===== src/rtl/mem_wb_stage.sv =====
// rtl/mem_wb_stage.sv - MEM/WB pipeline register with load extraction, misalignment suppression and retire counter
// Loads that would fault are dropped here: no register write, no retire, one-cycle error pulse.
module mem_wb_stage #(
   parameter int XLEN = 32
) (
   input  logic            clk,
   input  logic            rst,
   input  logic            stall,
   input  logic            flush,
   input  logic            EX_MEM_valid,
   input  logic            EX_MEM_regWrite,
   input  logic [4:0]      EX_MEM_Rd,
   input  logic            EX_MEM_memRead,
   input  logic [1:0]      EX_MEM_wbSel,
   input  logic [2:0]      EX_MEM_funct3,
   input  logic [1:0]      EX_MEM_addrLow,
   input  logic [XLEN-1:0] EX_MEM_aluResult,
   input  logic [XLEN-1:0] EX_MEM_pcPlus4,
   input  logic [XLEN-1:0] EX_MEM_imm,
   input  logic [XLEN-1:0] mem_rdata,
   output logic            MEM_WB_valid,
   output logic            MEM_WB_regWrite,
   output logic [4:0]      MEM_WB_Rd,
   output logic [XLEN-1:0] MEM_WB_wdata,
   output logic            misaligned_err,
   output logic [63:0]     retired_count
);

   logic            valid_q, valid_d;
   logic            reg_write_q, reg_write_d;
   logic [4:0]      rd_q, rd_d;
   logic [XLEN-1:0] wdata_q, wdata_d;
   logic            err_q, err_d;
   logic [63:0]     retired_q, retired_d;

   logic            suppress;
   logic [7:0]      byte_lane;
   logic [15:0]     half_lane;
   logic [XLEN-1:0] load_val;
   logic [XLEN-1:0] wb_val;

   always_comb begin
      suppress = 1'b0;
      if (EX_MEM_memRead) begin
         case (EX_MEM_funct3)
            3'b001, 3'b101: suppress = EX_MEM_addrLow[0];
            3'b010:         suppress = (EX_MEM_addrLow != 2'b00);
            3'b011, 3'b110, 3'b111: suppress = 1'b1;
            default:        suppress = 1'b0;
         endcase
      end
   end

   always_comb begin
      byte_lane = 8'h00;
      case (EX_MEM_addrLow)
         2'b00:   byte_lane = mem_rdata[7:0];
         2'b01:   byte_lane = mem_rdata[15:8];
         2'b10:   byte_lane = mem_rdata[23:16];
         default: byte_lane = mem_rdata[31:24];
      endcase
      half_lane = EX_MEM_addrLow[1] ? mem_rdata[31:16] : mem_rdata[15:0];
   end

   // Illegal or misaligned loads produce zero rather than partially-extracted data.
   always_comb begin
      load_val = '0;
      if (!suppress) begin
         case (EX_MEM_funct3)
            3'b000:  load_val = {{(XLEN-8){byte_lane[7]}}, byte_lane};
            3'b001:  load_val = {{(XLEN-16){half_lane[15]}}, half_lane};
            3'b010:  load_val = mem_rdata;
            3'b100:  load_val = {{(XLEN-8){1'b0}}, byte_lane};
            3'b101:  load_val = {{(XLEN-16){1'b0}}, half_lane};
            default: load_val = '0;
         endcase
      end
   end

   always_comb begin
      wb_val = EX_MEM_aluResult;
      case (EX_MEM_wbSel)
         2'b00:   wb_val = EX_MEM_aluResult;
         2'b01:   wb_val = load_val;
         2'b10:   wb_val = EX_MEM_pcPlus4;
         default: wb_val = EX_MEM_imm;
      endcase
   end

   // Priority: rst, flush, stall, capture.
   always_comb begin
      valid_d     = valid_q;
      reg_write_d = reg_write_q;
      rd_d        = rd_q;
      wdata_d     = wdata_q;
      err_d       = 1'b0;
      retired_d   = retired_q;
      if (rst) begin
         valid_d     = 1'b0;
         reg_write_d = 1'b0;
         rd_d        = '0;
         wdata_d     = '0;
         retired_d   = '0;
      end else if (flush) begin
         valid_d     = 1'b0;
         reg_write_d = 1'b0;
         rd_d        = '0;
         wdata_d     = '0;
      end else if (!stall) begin
         valid_d     = EX_MEM_valid;
         reg_write_d = EX_MEM_valid & EX_MEM_regWrite & (EX_MEM_Rd != 5'd0) & ~suppress;
         rd_d        = EX_MEM_Rd;
         wdata_d     = wb_val;
         err_d       = EX_MEM_valid & suppress;
         if (EX_MEM_valid && !suppress) begin
            retired_d = retired_q + 64'd1;
         end
      end
   end

   always_ff @(posedge clk) begin
      valid_q     <= valid_d;
      reg_write_q <= reg_write_d;
      rd_q        <= rd_d;
      wdata_q     <= wdata_d;
      err_q       <= err_d;
      retired_q   <= retired_d;
   end

   assign MEM_WB_valid    = valid_q;
   assign MEM_WB_regWrite = reg_write_q;
   assign MEM_WB_Rd       = rd_q;
   assign MEM_WB_wdata    = wdata_q;
   assign misaligned_err  = err_q;
   assign retired_count   = retired_q;

endmodule


===== config.mk =====
export PLATFORM = sky130hd
export DESIGN_NAME = mem_wb_stage
export DESIGN_NICKNAME = d
export VERILOG_FILES = /design/src/rtl/mem_wb_stage.sv
export SDC_FILE = /design/constraint.sdc
export NUM_CORES = 1
export LEC_CHECK = 0
export ABC_AREA = 1
export CAP_MARGIN = 20
export CORE_ASPECT_RATIO = 1.4
export CORE_MARGIN = 2
export CORE_UTILIZATION = 47
export CTS_CLUSTER_SIZE = 16
export DETAILED_ROUTE_END_ITERATION = 8
export PLACE_DENSITY_LB_ADDON = 0.25
export SLEW_MARGIN = 40
export SYNTH_ARGS = -nofsm -noshare
export SYNTH_HDL_FRONTEND = slang
export SYNTH_SLANG_ARGS = --single-unit

===== constraint.sdc =====
create_clock -name clk -period 2.6 [get_ports clk]
set_clock_uncertainty 0.2 [all_clocks]
set_input_delay 0.39 -clock clk [delete_from_list [all_inputs] [get_ports clk]]
set_output_delay 0.39 -clock clk [all_outputs]
set_load 0.01 [all_outputs]

**After elaboration in Yosys (flattened, before gate mapping)**

Cells that the tools add are included.

- Add/subtract/negate cells: 1
- Eq/ne operators: 11
- Mux-type cells: 7
- Bitwise gates (word level): 7
- Reductions and logical operators: 12

Operators by type and width:

| kind | count |
|---|---|
| $pmux W32 S5 | 1 |
| $pmux W32 S3 | 1 |
| $add A64 B1 Y64 const B | 1 |
| $mux W32 | 1 |
| $pmux W8 S3 | 1 |
| $mux W16 | 1 |
| $eq A3 B3 Y1 const B | 4 |
| $eq A3 B2 Y1 const B | 2 |
| $reduce_or A3 Y1 | 2 |
| $reduce_bool A5 Y1 | 1 |
| $and A1 B1 Y1 | 4 |
| $eq A2 B1 Y1 const B | 2 |
| $eq A2 B2 Y1 const B | 2 |
| $logic_not A2 Y1 | 2 |
| $reduce_or A2 Y1 | 2 |
| $eq A3 B1 Y1 const B | 1 |
| $logic_not A3 Y1 | 1 |
| $not A1 Y1 | 3 |
| $pmux W1 S3 | 1 |
| $reduce_and A3 Y1 | 1 |
| $reduce_bool A2 Y1 | 1 |
| $logic_and A1 B1 Y1 | 1 |
| $logic_not A1 Y1 | 1 |
| $mux W1 | 1 |

- Register bits: 104
- Input bits: 147
- Output and inout port bits: 104
- Word-level logic and storage cells: 44

**Longest topological paths before layout**

- Depth after elaboration: 7
- Depth in mapped cells: 13
- Gate-level depth less buffers: 11

**Least setup slack after synthesis**

Ideal clock, no wire load.

- Path type: register -> register
- From: register retired_q[0] (netlist: retired_count[0])
- To: register retired_q[58] (netlist: retired_count[58])
- Library setup time: 132 ps
- Arrival: 1588 ps
- Data required time: 2268 ps
- Setup slack: 680 ps
- Stages on the path, launching flop included: 11
- Buffers on the path: 0
- Period minus slack after synthesis: 1920 ps
- Path through: dfxtp_1 ha_1 nand2_1 nor2_4 nand2_2 nor2_4 nand2_1 o21ai_0 nand2_1 nand2_1 a21oi_1

- Cells in the longest elaborated chain, start to end: 1

RTL lines:

| element | line | source |
|---|---|---|
| from (decl) | 34 | `logic [63:0] retired_q, retired_d;` |
| from (signal assigned) | 127 | `retired_q <= retired_d;` |
| $add A64 B1 Y64 | 116 | `retired_d = retired_q + 64'd1;` |

Every way passes these cells.
A chain may end at the register's enable or synchronous reset.

**Final worst setup path**

- From: register retired_q[0] (netlist: retired_count[0])
- To: register retired_q[54] (netlist: retired_count[54])

Same word-level chain as after synthesis.

==> results.txt <==
post-synthesis adder-cell area fraction = 0.00167
count of input and output buffers = 250
Top-Level Pins = 251
Post-Syn Instances = 1301
RSZ-0062 raised after global routing = false
overall routed net length = 31600 um
top-count cell post-synth = nand2_1
number of design rule violations left after detail routing = 0
layout cell share with drive strength beyond 1 = 0.0815
count of warnings emitted by yosys = 0
number of placed instances with taps included = 1726
CP arrival = 2460 ps
clock tree root buffer cell = clkbuf_16
worst ir drop on vdd = 275 uV
antenna violations before repair = 1
xor and xnor fraction of the mapped netlist area = 0.0175
TritonCTS clock tree = done
post-route insts no fill = 1743
Primary FF master, synth = dfxtp_1
cell chain of the critical path = ha_1, nand2_1, nor2_4, nand2_2, nor2_2, nand4_1, nor2_1, nand4_1, nand2_1, nor2_1
post-CTS setup buffer count = 0
height of the chip = 154 um
post-synth cell types = 36
net count of the finished layout = 1689
count of pins over their slew limit = 0
proportion of power drawn by combinational gates = 0.201
all-layer global routing usage = 0.360
final RePlAce weighted congestion = 1.11
post-route worst hold slack = 249 ps
Final setup violation count = 0
main combinational cell family by area after synthesis = simple AND/OR/NAND/NOR gates
least setup slack across all paths after layout = 201 ps
actual slew at the worst max-slew pin = 792 ps
number of H-tree levels = 3
die span in x = 111 um
placement-stage worst setup slack = -45.1 ps
row count = 54
cell with the largest stage delay on the worst path = dfxtp_1
CP endpoint kind = flip-flop
power spent charging and discharging nets = 1.11 mW
Crit Path Class = reg2reg
basic-gate share of the synthesized area counting and, or, nand and nor cells = 0.449
sequential cell fraction of total power = 0.431
remaining number of nets flagged by the antenna check after routing = 0
crit-path leading delay family = simple AND/OR/NAND/NOR gates
Post-CTS Resized = 0
synth-to-layout area growth = 40.6%
clock transition time at the flip-flop clock pins of the worst setup and hold paths = 80 ps
register area share after synthesis = 0.277
hold-fix buffer count after cts = 0
global route total overflow = 0
Worst slew margin = 0.471
effective utilization at floorplan = 0.481
portion of total power attributed to the clock network = 0.368
average instance area after synthesis = 5.77 um^2
number of buffers on the longest clock path = 2
slowest cell delay on critical path = 450 ps
busiest layer in global routing = met2
WP buf/inv = 0
Yosys top cell by area = dfxtp_1
number of clock sinks = 104
Design Area, Final = 0.0106 mm^2
Die Area = 0.0170 mm^2
minimum clock period = 2400 ps
total CTS buffers = 9
leakage power = 3.89 nW
top cell types by occurrence after synthesis = 500 x nand2_1, 172 x nor2_1, 113 x a21oi_1
achievable clock frequency = 417 MHz
status = finished clean
net switching fraction of the power = 0.294
clock insertion delay at the later pin of the skew report = 360 ps
DRT Pass-1 Iters = 5
post-synthesis instance area = 0.00751 mm^2
maximum number of pins on one net before global-route repair = 73
via count of the first global-routing pass = 9283
Final period util = 0.923
post-detailed-placement half-perimeter wirelength = 25400 um
Critical Path Source Type = flip-flop
total power density per cell area = 359 mW/mm^2
share of synthesized area spent on multiplexers = 0
via count = 9522
post-synth top area share = 0.277
met2 routing resource usage after global routing = 0.673
Post-Syn Nets = 1449
Yosys reg bits = 104
number of synthesized flops with an enable pin = 0
Via density = 5.46
final routed wire length divided by cell count = 18.1 um
global routing met1 resource utilization = 0.332
share of the synthesized area in compound gates (AO/OA/AOI/OAI) = 0.171
final-report hold violation count = 0
drt first-iter violations = 675
Async SR Flop Fraction = 0
dominant cells by area after synthesis = dfxtp_1 28%, nand2_1 25%, nor2_1 8.6%
Placeable Area = 0.0156 mm^2
summed negative setup slack over all endpoints = 0 ps
first-pass GRT wire length = 48300 um
worst hold path class = in2reg
Int Pwr = 2.68 mW
met3 usage = 0.0737
placed instance area = 0.0103 mm^2
Max-cap violations = 0
required time reported for the critical path endpoint = 2670 ps
maximum fanout encountered on the critical timing path = 7
[power groups by stage]
stage	sequential [mW]	combinational, mW	clock (mW)
6_report	1.63	0.763	1.39
5_1_grt	1.64	0.818	1.46
4_1_cts	1.63	0.754	1.40
3_5_place_dp	1.67	0.752	0
3_3_place_gp	1.67	0.751	0
2_1_floorplan	1.68	0.314	0
[worst register-to-register path, stage by stage (launching register included)]
cell and delay (ps):
dfxtp_1 450, ha_1 210, nand2_1 130, nor2_4 180, nand2_2 160, nor2_2 220
nand4_1 170, nor2_1 230, nand4_1 200, nand2_1 120, nor2_1 50
[metal layers]
metal	routed length, um	up-vias
li1	-	4670
met3	2310	150
met2	15900	480
met1	10200	4222
met5	0	-
met4	3140	0
[layout by cell type (no fill, tap or decap), drive strengths merged, types with 2 or more instances in the layout]
cell / n
nor2: 191
a221oi: 32
o21ai: 74
dfxtp: 104
and3: 4
nor3: 11
clkbuf: 10
a211oi: 2
clkinv: 3
or2: 32
inv: 97
o211ai: 2
a21oi: 114
nand2: 512
nand3: 36
xnor2: 13
clkdlybuf4s50: 249
nand4: 20
buf: 33
xor2: 2
[worst paths after layout]
check | from | to | slack, ps | cells past startpoint
max | retired_count[0]$_SDFFE_PP0P_ | retired_count[54]$_SDFFE_PP0P_ | 200 | 10
min | rst | MEM_WB_wdata[12]$_SDFFE_PP0N_ | 250 | 4
max reg2reg | retired_count[0]$_SDFFE_PP0P_ | retired_count[54]$_SDFFE_PP0P_ | 200 | 10
min reg2reg | MEM_WB_Rd[4]$_SDFFE_PP0N_ | MEM_WB_Rd[4]$_SDFFE_PP0N_ | 270 | 2
[stage by stage]
stage	power, mW	utilization
final	3.79	0.677
after global routing	3.91	0.677
after CTS	3.79	0.677
after detailed placement	2.42	0.658
after global placement	2.42	0.658
after floorplan	1.99	-
[cells by family after synthesis]
family | Yosys count
AOI/OAI and AO/OA | 227
xor gates and xnor gates | 15
buffers and inverters | 148
DFF | 104
and+or+nand+nor | 806
adders and majority gates | 1
[final cells by class]
| class | instances | area [um^2] |
|---|---|---|
| Fill cell | 1463 | 5040 |
| Multi-Input combinational cell | 1049 | 4810 |
| Timing Repair Buffer | 282 | 2780 |
| Sequential cell | 104 | 2080 |
| Inverter | 95 | 357 |
| Tap cell | 196 | 245 |
| Clock buffer | 10 | 229 |
| Clock inverter | 6 | 61.3 |
| Antenna cell | 1 | 2.50 |
[sequential cells by signal, summed over array words and instances (netlist names)]
name,flops
MEM_WB_Rd,5
MEM_WB_regWrite,1
MEM_WB_valid,1
MEM_WB_wdata,32
misaligned_err,1
retired_count,64
(Power assumes the default switching activity.)
